## src/rtl/mult_sequencer.sv

```systemverilog
// mult_sequencer: collects eight operand bytes from the host, then drives a
// data_loader through dimension, operand-load and compute phases.
module mult_sequencer #(
    parameter int unsigned MAT_XxX    = 2,
    parameter int unsigned RESULT_LAT = 2
) (
    input  logic        CLK,
    input  logic        RST_N,
    input  logic [7:0]  in_data,
    input  logic        in_valid,
    output logic        in_ready,
    output logic [7:0]  ld_data,
    output logic [1:0]  ld_ctrl,
    input  logic [63:0] ld_res,
    output logic [63:0] res_data,
    output logic        res_valid,
    input  logic        res_ready,
    output logic        busy,
    output logic [7:0]  mat_count
);

    typedef enum logic [2:0] {
        S_FILL,
        S_DIMS,
        S_LOAD,
        S_COMPUTE,
        S_OUT
    } state_t;

    localparam logic [1:0] CTRL_OPER = 2'd0;
    localparam logic [1:0] CTRL_DIM  = 2'd1;
    localparam logic [1:0] CTRL_IDLE = 2'd2;

    localparam logic [7:0] MAT_BYTE  = 8'(MAT_XxX);
    localparam logic [3:0] LAST_DIM  = 4'd3;
    localparam logic [3:0] LAST_LOAD = 4'd7;
    localparam logic [3:0] LAST_CMP  = 4'(RESULT_LAT - 1);

    state_t      state_q, state_d;
    logic [2:0]  wr_idx_q, wr_idx_d;
    logic [3:0]  phase_q, phase_d;
    logic [7:0]  buf_q [8];
    logic [7:0]  buf_d [8];
    logic [1:0]  ld_ctrl_q, ld_ctrl_d;
    logic [7:0]  ld_data_q, ld_data_d;
    logic [63:0] res_data_q, res_data_d;
    logic        res_valid_q, res_valid_d;
    logic [7:0]  mat_count_q, mat_count_d;

    always_comb begin
        state_d     = state_q;
        wr_idx_d    = wr_idx_q;
        phase_d     = phase_q;
        buf_d       = buf_q;
        ld_ctrl_d   = ld_ctrl_q;
        ld_data_d   = ld_data_q;
        res_data_d  = res_data_q;
        res_valid_d = res_valid_q;
        mat_count_d = mat_count_q;

        unique case (state_q)
            S_FILL: begin
                if (in_valid) begin
                    buf_d[wr_idx_q] = in_data;
                    wr_idx_d        = wr_idx_q + 3'd1;
                    if (wr_idx_q == 3'd7) begin
                        state_d   = S_DIMS;
                        phase_d   = 4'd0;
                        ld_ctrl_d = CTRL_DIM;
                        ld_data_d = MAT_BYTE;
                    end
                end
            end
            S_DIMS: begin
                if (phase_q == LAST_DIM) begin
                    state_d   = S_LOAD;
                    phase_d   = 4'd0;
                    ld_ctrl_d = CTRL_OPER;
                    ld_data_d = buf_q[0];
                end else begin
                    phase_d = phase_q + 4'd1;
                end
            end
            S_LOAD: begin
                if (phase_q == LAST_LOAD) begin
                    state_d   = S_COMPUTE;
                    phase_d   = 4'd0;
                    ld_ctrl_d = CTRL_IDLE;
                    ld_data_d = 8'd0;
                end else begin
                    phase_d   = phase_q + 4'd1;
                    ld_data_d = buf_q[3'(phase_q[2:0] + 3'd1)];
                end
            end
            S_COMPUTE: begin
                if (phase_q == LAST_CMP) begin
                    state_d     = S_OUT;
                    phase_d     = 4'd0;
                    res_data_d  = ld_res;
                    res_valid_d = 1'b1;
                end else begin
                    phase_d = phase_q + 4'd1;
                end
            end
            S_OUT: begin
                if (res_ready) begin
                    state_d     = S_FILL;
                    res_valid_d = 1'b0;
                    mat_count_d = mat_count_q + 8'd1;
                end
            end
            default: begin
                state_d = S_FILL;
                phase_d = 4'd0;
            end
        endcase
    end

    always_ff @(posedge CLK or negedge RST_N) begin
        if (!RST_N) begin
            state_q     <= S_FILL;
            wr_idx_q    <= 3'd0;
            phase_q     <= 4'd0;
            for (int i = 0; i < 8; i++) buf_q[i] <= 8'd0;
            ld_ctrl_q   <= CTRL_IDLE;
            ld_data_q   <= 8'd0;
            res_data_q  <= 64'd0;
            res_valid_q <= 1'b0;
            mat_count_q <= 8'd0;
        end else begin
            state_q     <= state_d;
            wr_idx_q    <= wr_idx_d;
            phase_q     <= phase_d;
            buf_q       <= buf_d;
            ld_ctrl_q   <= ld_ctrl_d;
            ld_data_q   <= ld_data_d;
            res_data_q  <= res_data_d;
            res_valid_q <= res_valid_d;
            mat_count_q <= mat_count_d;
        end
    end

    // Held low while in reset so no byte is offered a handshake mid-reset.
    assign in_ready  = RST_N && (state_q == S_FILL);
    assign busy      = (state_q != S_FILL);
    assign ld_ctrl   = ld_ctrl_q;
    assign ld_data   = ld_data_q;
    assign res_data  = res_data_q;
    assign res_valid = res_valid_q;
    assign mat_count = mat_count_q;

endmodule

```

## config.mk

```make
export PLATFORM = sky130hd
export DESIGN_NAME = mult_sequencer
export DESIGN_NICKNAME = d
export VERILOG_FILES = /design/src/rtl/mult_sequencer.sv
export SDC_FILE = /design/constraint.sdc
export NUM_CORES = 1
export LEC_CHECK = 0
export ABC_AREA = 0
export ABC_CLOCK_PERIOD_IN_PS = 3100
export CORE_UTILIZATION = 40
export CTS_BUF_LIST = sky130_fd_sc_hd__clkbuf_4
export DETAILED_ROUTE_END_ITERATION = 7
export GPL_TIMING_DRIVEN = 0
export PLACE_DENSITY = 0.67
export SLEW_MARGIN = 20
export SYNTH_ARGS = -nofsm -noshare
export SYNTH_HDL_FRONTEND = slang
export SYNTH_SLANG_ARGS = --single-unit
export TNS_END_PERCENT = 1
```

## constraint.sdc

```tcl
create_clock -name CLK -period 3.1 [get_ports CLK]
set_clock_uncertainty 0.15 [all_clocks]
set_input_delay 0.465 -clock CLK [delete_from_list [all_inputs] [get_ports CLK]]
set_output_delay 0.465 -clock CLK [all_outputs]
set_load 0.03 [all_outputs]
```

-- After elaboration in Yosys (flattened, before gate mapping)
Index checks and enable logic that the tools add are counted.
- output and inout port bits: 85
- bits in registers: 157
- input port bits: 76
- word-level logic and storage cells: 86
- bitwise logic cells: 3
- equality and inequality tests: 14
- reductions and logical operators: 14
- $lt $le $gt $ge: 3
- muxes and demuxes: 32
- $add $sub $neg: 4
- operators by type and width (cell ; count):
    bitwise mux 64 bit ; 1
    two-way mux 8 bit ; 7
    binary-select mux 8 bit (select 3 bit) ; 1
    demux 8 bit (select 3 bit) ; 1
    case mux 8 bit (3 select lines) ; 1
    two-way mux 4 bit ; 5
    case mux 4 bit (5 select lines) ; 1
    two-way mux 3 bit ; 6
    case mux 3 bit (5 select lines) ; 1
    != test 2 bit, second input constant ; 6
    adder 8 x 1 -> 8 bit, second input constant ; 1
    >= comparator 4 bit, second input constant ; 2
    two-way mux 2 bit ; 4
    inverter 3 -> 4 bit ; 2
    adder 3 x 1 -> 3 bit, second input constant ; 2
    == test 3 x 2 -> 1 bit, second input constant ; 2
    == test 3 bit, second input constant ; 2
    case mux 2 bit (3 select lines) ; 1
    AND reduction 2 bit ; 3
    AND reduction 3 bit ; 2
    AND reduction 6 bit ; 1
    nonzero test 3 bit ; 2
    AND reduction 5 bit ; 1
    adder 4 x 1 -> 4 bit, second input constant ; 1
    12 further kinds ; 14

-- Longest topological paths before layout
Gate-level depths: netlist of run 1.
- word-level depth: 7
- mapped depth: 8
- mapped depth without buffers: 6

-- Least setup slack after synthesis of run 1
Ideal clock, no wire load.
- path type: register to register
- start point: reg phase_q[1]
- end point: reg ld_data_q[0] (netlist: ld_data[0])
- buffers on the path: 2
- slack: 948 ps
- required time: 2824 ps
- cell stages (with the launch flop): 9
- setup time: 126 ps
- period minus slack after synthesis: 2152 ps
- arrival time: 1876 ps
- cell sequence: dfrtp_1 > inv_1 > ha_1 > buf_2 > buf_1 > mux4_2 > nand2_1 > a21oi_1 > a221o_1
- cells in the longest elaborated chain, start to end: 7
- elaborated cells between the ends (all ways): 11
- those cells by class: add/sub (1); eq/ne (3); mux (5); bitwise (1); reduce/logical (1)
- RTL lines (what ; line ; text):
    start: declaration ; 41 ; logic [3:0] phase_q, phase_d;
    start signal: assignment ; 133 ; phase_q <= phase_d;
    adder 3 x 1 -> 3 bit ; 92 ; ld_data_d = buf_q[3'(phase_q[2:0] + 3'd1)];
    inverter 3 -> 4 bit (not written as such) ; 92 ;
    binary-select mux 8 bit (select 3 bit) ; 92 ;
    two-way mux 8 bit (not written as such) (2 in a row) ; 92 ;
    two-way mux 8 bit ; 85 ; if (phase_q == LAST_LOAD) begin
    case mux 8 bit (3 select lines) ; 61 ; unique case (state_q)
    end signal: assignment ; 136 ; ld_data_q <= ld_data_d;
    end: declaration ; 45 ; logic [7:0] ld_data_q, ld_data_d;
Several ways; a longest one is shown, not always the timed one. The select of a mux whose other input is x is not followed.
A chain may end at the register's enable or synchronous reset.

-- Worst setup path in the final report of run 1
- start point: reg state_q[0]
- end point: out busy
- cells in the longest elaborated chain, start to end: 1
- RTL lines (what ; line ; text):
    start: declaration ; 39 ; state_t state_q, state_d;
    start signal: assignment ; 131 ; state_q <= state_d;
    nonzero test 3 bit ; 145 ; assign busy = (state_q != S_FILL);
    end: declaration ; 18 ; output logic busy,
Every way passes these cells.

==> out/qor.csv, run 1 <==
metric;value;unit
layout-drive-gt1-share;0.325;
timing.fmax;0.346;GHz
final_common_cell;clkdlybuf4s50_1;
synth_area;6760;um^2
synth_edf_count;0;
ys_warn_count;0;
hold_viol_final;0;
cts_buffer_depth;2;
via_per_inst;5.13;
drtPass1Iterations;4;
die_x;132;um
yosys.area.top_type_share;0.578;
clk_pin_slew;0.15;ns
clockRootBuffer;clkbuf_4;
cp-start-kind;flop;
grt_max_degree;90;
antenna_found_initial;1;
rows;47;
gp_congestion;0.855;
yosys_register_bits;157;
setup_viol;0;
slew_viol_final;0;
worstMarginPinSlew;1.04;ns
netlist.top_cell.by_area;dfrtp_1;
final_cell_mix;clkdlybuf4s50_1 (158), dfrtp_1 (156), mux2_2 (132), nand2_1 (28), clkbuf_4 (17);
grt_pass1_wl;25.9;mm
drc;0;
syn_nets;536;
synthArstFlopShare;1.00;
grt_util_all_layers;0.196;
endpoint_kind;output port;
cts_tree;yes;
initial_utilization;0.409;
ioPinCount;161;
holdWs;0.276;ns
dp_hpwl;11.4;mm
peakVddDrop;0.000515;V
post_cts_buffers;0;
die_y;132;um
power.leakage;3.76;nW
outcome;finished clean;
dp_cells;836;
crit_fanout;10;
cts_made_buffers;17;
area_growth;32.9;%
rsz0062_at_grt;no;
overflow;0;
dieArea;17400;um^2
portBuffers;160;
fin_cells;870;
ys_top_cells_by_area;dfrtp_1 (58%), mux2_2 (22%), mux4_2 (5.3%);
drv_cap;0;
grt_pass1_vias;4864;
core;16500;um^2
fin_crit;2.89;ns
clk_latency;0.56;ns
postRouteAntennaNets;0;
fin_nets;717;
fin_crit_sh;0.932;
vias;4467;
slew_headroom;0.302;
netlist_instances;455;
worst_hold_path_type;in -> async;
htreeDepth;4;
p_per_area;1070;nW/um^2
fin_tns_setup;0;ns
required;2.48;ns
ys_types;49;
syn_avg_cell_area;14.9;um^2
drt_iter0_markers;210;
cts.sinks;157;
crit_type;reg -> out;
ys_seq_area_frac;0.582;
drt_wl_total;15.8;mm
wl_per_cell;18.2;um
arrival;2.27;ns
ys.flop_type;dfrtp_1;
## synthesized netlist by cell type, types with 4 or more instances
master	count
a21oi_1	12
ha_1	5
xor2_1	4
buf_2	13
nand3_1	4
clkbuf_1	5
mux2_2	132
dfrtp_1	156
nor2_1	6
a221o_1	7
inv_1	6
nand2_1	28
xnor2_1	6
mux4_2	16
o21ai_0	9
## stage by stage
stage                      util  instance area (um^2)  power (mW)  setup slack (ns)
after floorplan               -                  6760        6.61             0.948
after global placement    0.523                  8630        8.27             -4.81
after detailed placement  0.525                  8670        8.44             0.254
after CTS                 0.543                  8970        9.70            0.0576
after global routing      0.543                  8980        10.2            0.0735
final                     0.543                  8980        9.61             0.210
## critical path: stages (launching register included)
cell             delay (ns)
dfrtp_1                0.50
clkbuf_2               0.23
nor2_2                 0.26
nand2_1                0.11
clkdlybuf4s50_1        0.61
## power by group
group / leakage [nW] / internal (mW) / switching, mW
clock: 0.142 / 0.488 / 0.765
sequential: 1.90 / 3.00 / 0.511
combinational: 1.71 / 2.37 / 2.47
total: 3.76 / 5.86 / 3.74
## kinds of logic after synthesis
group / share of synthesized area
flops: 0.582
mux: 0.278
simple gates: 0.0567
compound gates: 0.0417
buf+inv: 0.0202
xor+xnor: 0.0130
fa+ha+maj: 0.00926
## layout make-up
cell class              count  area, um^2
diodes                      1        2.50
plain buffers              23         115
clock buffers              17         128
clock inverters            15         164
fillers                  1338        7550
inverters                   6        22.5
multi-input cells         269        2700
flip-flops and latches    157        3930
well taps                 220         275
repair buffers            162        1640
## what timing repair did
action | in CTS | in global routing
hold buffers | 1 | 0
endpoints found under the setup margin | 1 | 1
resized for setup | 2 | 2
cloned | 0 | 0
hold endpoints to repair | 67 | 0
pin swaps | 0 | 0
## sequential cells by signal, summed over array words and instances (netlist names), 2 cells and up
signal	cells
buf_q	64
ld_ctrl	2
ld_data	8
mat_count	8
phase_q	4
res_data	64
state_q	3
wr_idx_q	3
## worst paths after layout
| check | start | to | slack, ns | depth (start not counted) |
|---|---|---|---|---|
| max | state_q[0] | busy | 0.21 | 4 |
| min | RST_N | res_data[10] | 0.28 | 2 |
| max reg2reg | phase_q[1] | ld_data[1] | 0.43 | 8 |
| min reg2reg | mat_count[7] | mat_count[7] | 0.34 | 1 |
| max in group asynchronous | RST_N | buf_q[12] | 1.69 | 3 |
| min in group CLK | mat_count[7] | mat_count[7] | 0.34 | 1 |
## per-layer routing
metal  vias up  GRT usage  routed length (um)
li1       2025          -                   -
met1      2269      0.229                6180
met2       125      0.338                8410
met3        48     0.0434                 599
met4         0      0.103                 620
met5         -          0                   0
No activity file was read; power rests on OpenSTA's default activity.
==> run 2, diff against run 1 <==
--- a/config.mk
+++ b/config.mk
@@ -7,11 +7,12 @@
 export LEC_CHECK = 0
 export ABC_AREA = 0
 export ABC_CLOCK_PERIOD_IN_PS = 3100
-export CORE_UTILIZATION = 40
+export CORE_UTILIZATION = 50
 export CTS_BUF_LIST = sky130_fd_sc_hd__clkbuf_4
+export CTS_CLUSTER_DIAMETER = 150
 export DETAILED_ROUTE_END_ITERATION = 7
 export GPL_TIMING_DRIVEN = 0
-export PLACE_DENSITY = 0.67
+export PLACE_DENSITY = 0.8
 export SLEW_MARGIN = 20
 export SYNTH_ARGS = -nofsm -noshare
 export SYNTH_HDL_FRONTEND = slang
==> run 2 against run 1 <==
Against the previous run: sequential share of layout area up 0.52 points; critical path type unchanged; sequential power about the same; highest routed layer unchanged; largest power group unchanged; clock power down 13%; via count up 1.7%; wire length down 3.3%; die area down 20%.
==> out/qor.csv, run 2 (synthesis gave the netlist of run 1 again) <==
metric;value;unit
layout-drive-gt1-share;0.316;
crit_fanout;10;
rsz0062_at_grt;no;
fin_nets;717;
wl_per_cell;18.5;um
endpoint_kind;output port;
use_met1;0.290;
via_per_inst;5.51;
fill_cells;961;
vias;4545;
hold_viol_final;0;
clk_latency;0.56;ns
dp_hpwl;11.0;mm
dieArea;14000;um^2
cts.sinks;157;
die_x;118;um
cts_tree;yes;
clk_pin_slew;0.13;ns
slew_viol_final;0;
rows;42;
crit_type;reg -> out;
drt_wl_total;15.3;mm
grt_pass1_wl;25.2;mm
grt_use_met3;0.0574;
final_common_cell;clkdlybuf4s50_1;
area_growth;31.3;%
grt_max_degree;90;
clockRootBuffer;clkbuf_4;
arrival;2.27;ns
multiInputGateArea;2700;um^2
required;2.48;ns
drt_iter0_markers;286;
final_cell_mix;clkdlybuf4s50_1 (158), dfrtp_1 (156), mux2_2 (132), nand2_1 (28), clkbuf_4 (21);
overflow;0;
fin_crit;2.89;ns
p_per_area;1070;nW/um^2
initial_utilization;0.512;
portBuffers;160;
slew_headroom;0.291;
worst_hold_path_type;in -> async;
drv_cap;0;
grt_util_all_layers;0.236;
postRouteAntennaNets;0;
post_cts_buffers;0;
top_usage_layer;met2;
drc;0;
p_total;9.49;mW
worstMarginPinSlew;1.06;ns
post-route-util;0.673;
cp-start-kind;flop;
timing.fmax;0.346;GHz
power.leakage;3.76;nW
met2_usage;0.391;
outcome;finished clean;
seq_area;3930;um^2
cts_made_buffers;17;
die_y;118;um
holdWs;0.269;ns
htreeDepth;4;
antenna_found_initial;1;
ioPinCount;161;
cts_buffer_depth;2;
drtPass1Iterations;5;
peakVddDrop;0.000537;V
fin_crit_sh;0.931;
grt_pass1_vias;4920;
setup_viol;0;
gp_congestion;0.924;
core;13200;um^2
## run 2: timing repair
item	4_1_cts	5_1_grt
hold buffers	1	0
endpoints found under the setup margin	2	2
pin swaps	0	0
gates resized for setup	2	4
gates cloned	0	0
hold endpoints to repair	67	0
## run 2: final timing paths
check | from | endpoint | slack (ns) | cells after the start
max | state_q[0] | busy | 0.21 | 4
min | RST_N | state_q[0] | 0.27 | 2
max reg2reg | phase_q[1] | ld_data[5] | 0.44 | 8
min reg2reg | mat_count[7] | mat_count[7] | 0.33 | 1
max in group asynchronous | RST_N | buf_q[23] | 1.75 | 3
min in group CLK | mat_count[7] | mat_count[7] | 0.33 | 1
## run 2: worst max-delay path, cell delays in order, from the launching register on
cell	delay (ns)
dfrtp_1	0.53
clkbuf_2	0.31
nor2_4	0.09
nand2_1	0.11
clkdlybuf4s50_1	0.67
## run 2: through the flow
stage	TNS, ns	setup WS, ns	area, um^2	std cells
floorplan	0	0.948	6760	455
detailed placement	0	0.254	8610	792
finish	0	0.213	8870	825
CTS	0	0.0209	8860	824
global route	0	0.0624	8870	825
global placement	-730.40	-4.73	8580	791
## run 2: final cells by class
type,count,share of cell area
Antenna cell,1,0.000282
Buffer,23,0.0130
Clock buffer,21,0.0178
Clock inverter,10,0.00846
Inverter,6,0.00254
Multi-Input combinational cell,269,0.304
Sequential cell,157,0.443
Tap cell,176,0.0248
Timing Repair Buffer,162,0.186
## run 2: report_power, final
group / leakage (nW) / total (mW) / internal (mW) / switching (mW)
logic: 1.73 / 4.87 / 2.38 / 2.49
registers: 1.90 / 3.53 / 3.01 / 0.524
clock network: 0.129 / 1.09 / 0.414 / 0.675
total: 3.76 / 9.49 / 5.80 / 3.68
## run 2: metal layers
metal	vias up	wire length, um	part of all wire
met5	-	0	0
met3	36	789	0.052
met2	154	7690	0.50
met1	2325	6310	0.41
met4	0	493	0.032
li1	2030	-	-
==> run 3, diff against run 2 <==
--- a/config.mk
+++ b/config.mk
@@ -6,13 +6,13 @@
 export NUM_CORES = 1
 export LEC_CHECK = 0
 export ABC_AREA = 0
-export ABC_CLOCK_PERIOD_IN_PS = 3100
-export CORE_UTILIZATION = 50
+export ABC_CLOCK_PERIOD_IN_PS = 2400
+export CORE_UTILIZATION = 40
 export CTS_BUF_LIST = sky130_fd_sc_hd__clkbuf_4
 export CTS_CLUSTER_DIAMETER = 150
 export DETAILED_ROUTE_END_ITERATION = 7
 export GPL_TIMING_DRIVEN = 0
-export PLACE_DENSITY = 0.8
+export PLACE_DENSITY = 0.69
 export SLEW_MARGIN = 20
 export SYNTH_ARGS = -nofsm -noshare
 export SYNTH_HDL_FRONTEND = slang
==> constraint.sdc (replaced) <==
create_clock -name CLK -period 2.4 [get_ports CLK]
set_clock_uncertainty 0.15 [all_clocks]
set_input_delay 0.36 -clock CLK [delete_from_list [all_inputs] [get_ports CLK]]
set_output_delay 0.36 -clock CLK [all_outputs]
set_load 0.03 [all_outputs]
==> run 3 against run 2 <==
Against the previous run: the run now ends with negative hold slack left; worst hold slack worse by 0.45 ns; cell count is 5.9% higher; power is 32% higher; combinational power is 29% higher; critical endpoint is now ld_data[4].
==> out/qor.csv, run 3 (synthesis gave the netlist of run 1 again) <==
metric;value;unit
rows;47;
crit_type;reg -> reg;
vias;4503;
arrival;2.64;ns
endpoint_kind;flop;
die_x;132;um
gp_congestion;0.839;
worstMarginPinSlew;0.761;ns
final_cell_mix;clkdlybuf4s50_1 (157), dfrtp_1 (155), mux2_2 (132), nand2_1 (27), clkbuf_4 (22);
required;2.71;ns
final_area;9140;um^2
rsz0062_at_grt;yes;
met2_usage;0.350;
portBuffers;160;
worst_hold_path_type;in -> async;
postRouteAntennaNets;0;
drc;0;
via_per_inst;5.15;
grt_pass1_wl;26.5;mm
holdWs;-0.183;ns
overflow;0;
cp-start-kind;flop;
hold_buffers;5;
final_common_cell;clkdlybuf4s50_1;
core;16500;um^2
cts_buffer_depth;2;
dp_cells;836;
cts_tree;yes;
ioPinCount;161;
grt_util_all_layers;0.201;
drt_iter0_markers;167;
clk_pin_slew;0.14;ns
fin_crit;2.33;ns
grt_max_degree;103;
peakVddDrop;0.000702;V
drt_wl_total;16.4;mm
drv_cap;0;
top_usage_layer;met2;
htreeDepth;4;
timing.fmax;0.429;GHz
slew_headroom;0.490;
crit_fanout;7;
antenna_found_initial;1;
setup_viol;0;
fin_nets;721;
fin_tns_setup;0;ns
hold_viol_final;100;
drtPass1Iterations;4;
area_growth;35.3;%
grt_use_met3;0.0423;
p_per_area;1370;nW/um^2
slew_viol_final;0;
clk_latency;0.56;ns
violations;negative hold slack;
initial_utilization;0.409;
p_total;12.5;mW
grt_pass1_vias;4755;
power.leakage;3.83;nW
use_met1;0.243;
fin_crit_sh;0.972;
wl_per_cell;18.7;um
cts_made_buffers;17;
dpl-instance-area;8670;um^2
fin_cells;874;
cts.sinks;157;
dp_hpwl;11.5;mm
layout-drive-gt1-share;0.340;
die_y;132;um
clockRootBuffer;clkbuf_4;
dieArea;17400;um^2
outcome;finished with violations;
-- run 3: power by group --
part	switching [mW]	internal (mW)	leakage (nW)
Sequential	0.677	3.88	1.90
Clock	0.997	0.633	0.150
Combinational	3.19	3.11	1.78
Total	4.87	7.62	3.83
-- run 3: final timing paths --
kind / slack [ns] / cells past startpoint / startpoint / end
max in group asynchronous: 1.28 / 6 / RST_N / res_data[34]
max reg2reg: 0.07 / 6 / phase_q[0] / ld_data[4]
min in group CLK: 0.24 / 2 / ld_res[46] / res_data[46]
max: 0.07 / 6 / phase_q[0] / ld_data[4]
min: -0.18 / 4 / RST_N / res_data[19]
min reg2reg: 0.34 / 1 / mat_count[7] / mat_count[7]
-- run 3: critical path, stage by stage (launching register included) --
cell,delay [ns]
dfrtp_1,0.40
ha_1,0.15
buf_2,0.19
or3b_1,0.46
o22ai_1,0.33
nand2_2,0.23
a221o_1,0.33
-- run 3: final cells by class --
type	count	area, um^2
Fill cell	1355	7380
Buffer	22	125
Sequential cell	157	3930
Antenna cell	1	2.50
Clock inverter	15	165
Clock buffer	17	128
Multi-Input combinational cell	269	2720
Timing Repair Buffer	167	1770
Tap cell	220	275
Inverter	6	22.5
-- run 3: through the flow --
stage               setup slack (ns)  utilization
global placement               -5.35        0.523
finish                        0.0672        0.553
floorplan                      0.248            -
global route                 -0.0533        0.553
detailed placement            -0.363        0.525
CTS                          0.00291        0.551
-- run 3: metal layers --
layer	vias up	wire length [um]
met5	-	0
met4	0	392
met3	26	549
met1	2332	6620
li1	2045	-
met2	100	8790
-- run 3: what timing repair did --
action / 4_1_cts / 5_1_grt
resized for setup: 14 / 10
endpoints found under the hold margin: 60 / 100
pin swaps: 0 / 3
setup buffers: 0 / 1
setup endpoints to repair: 27 / 79
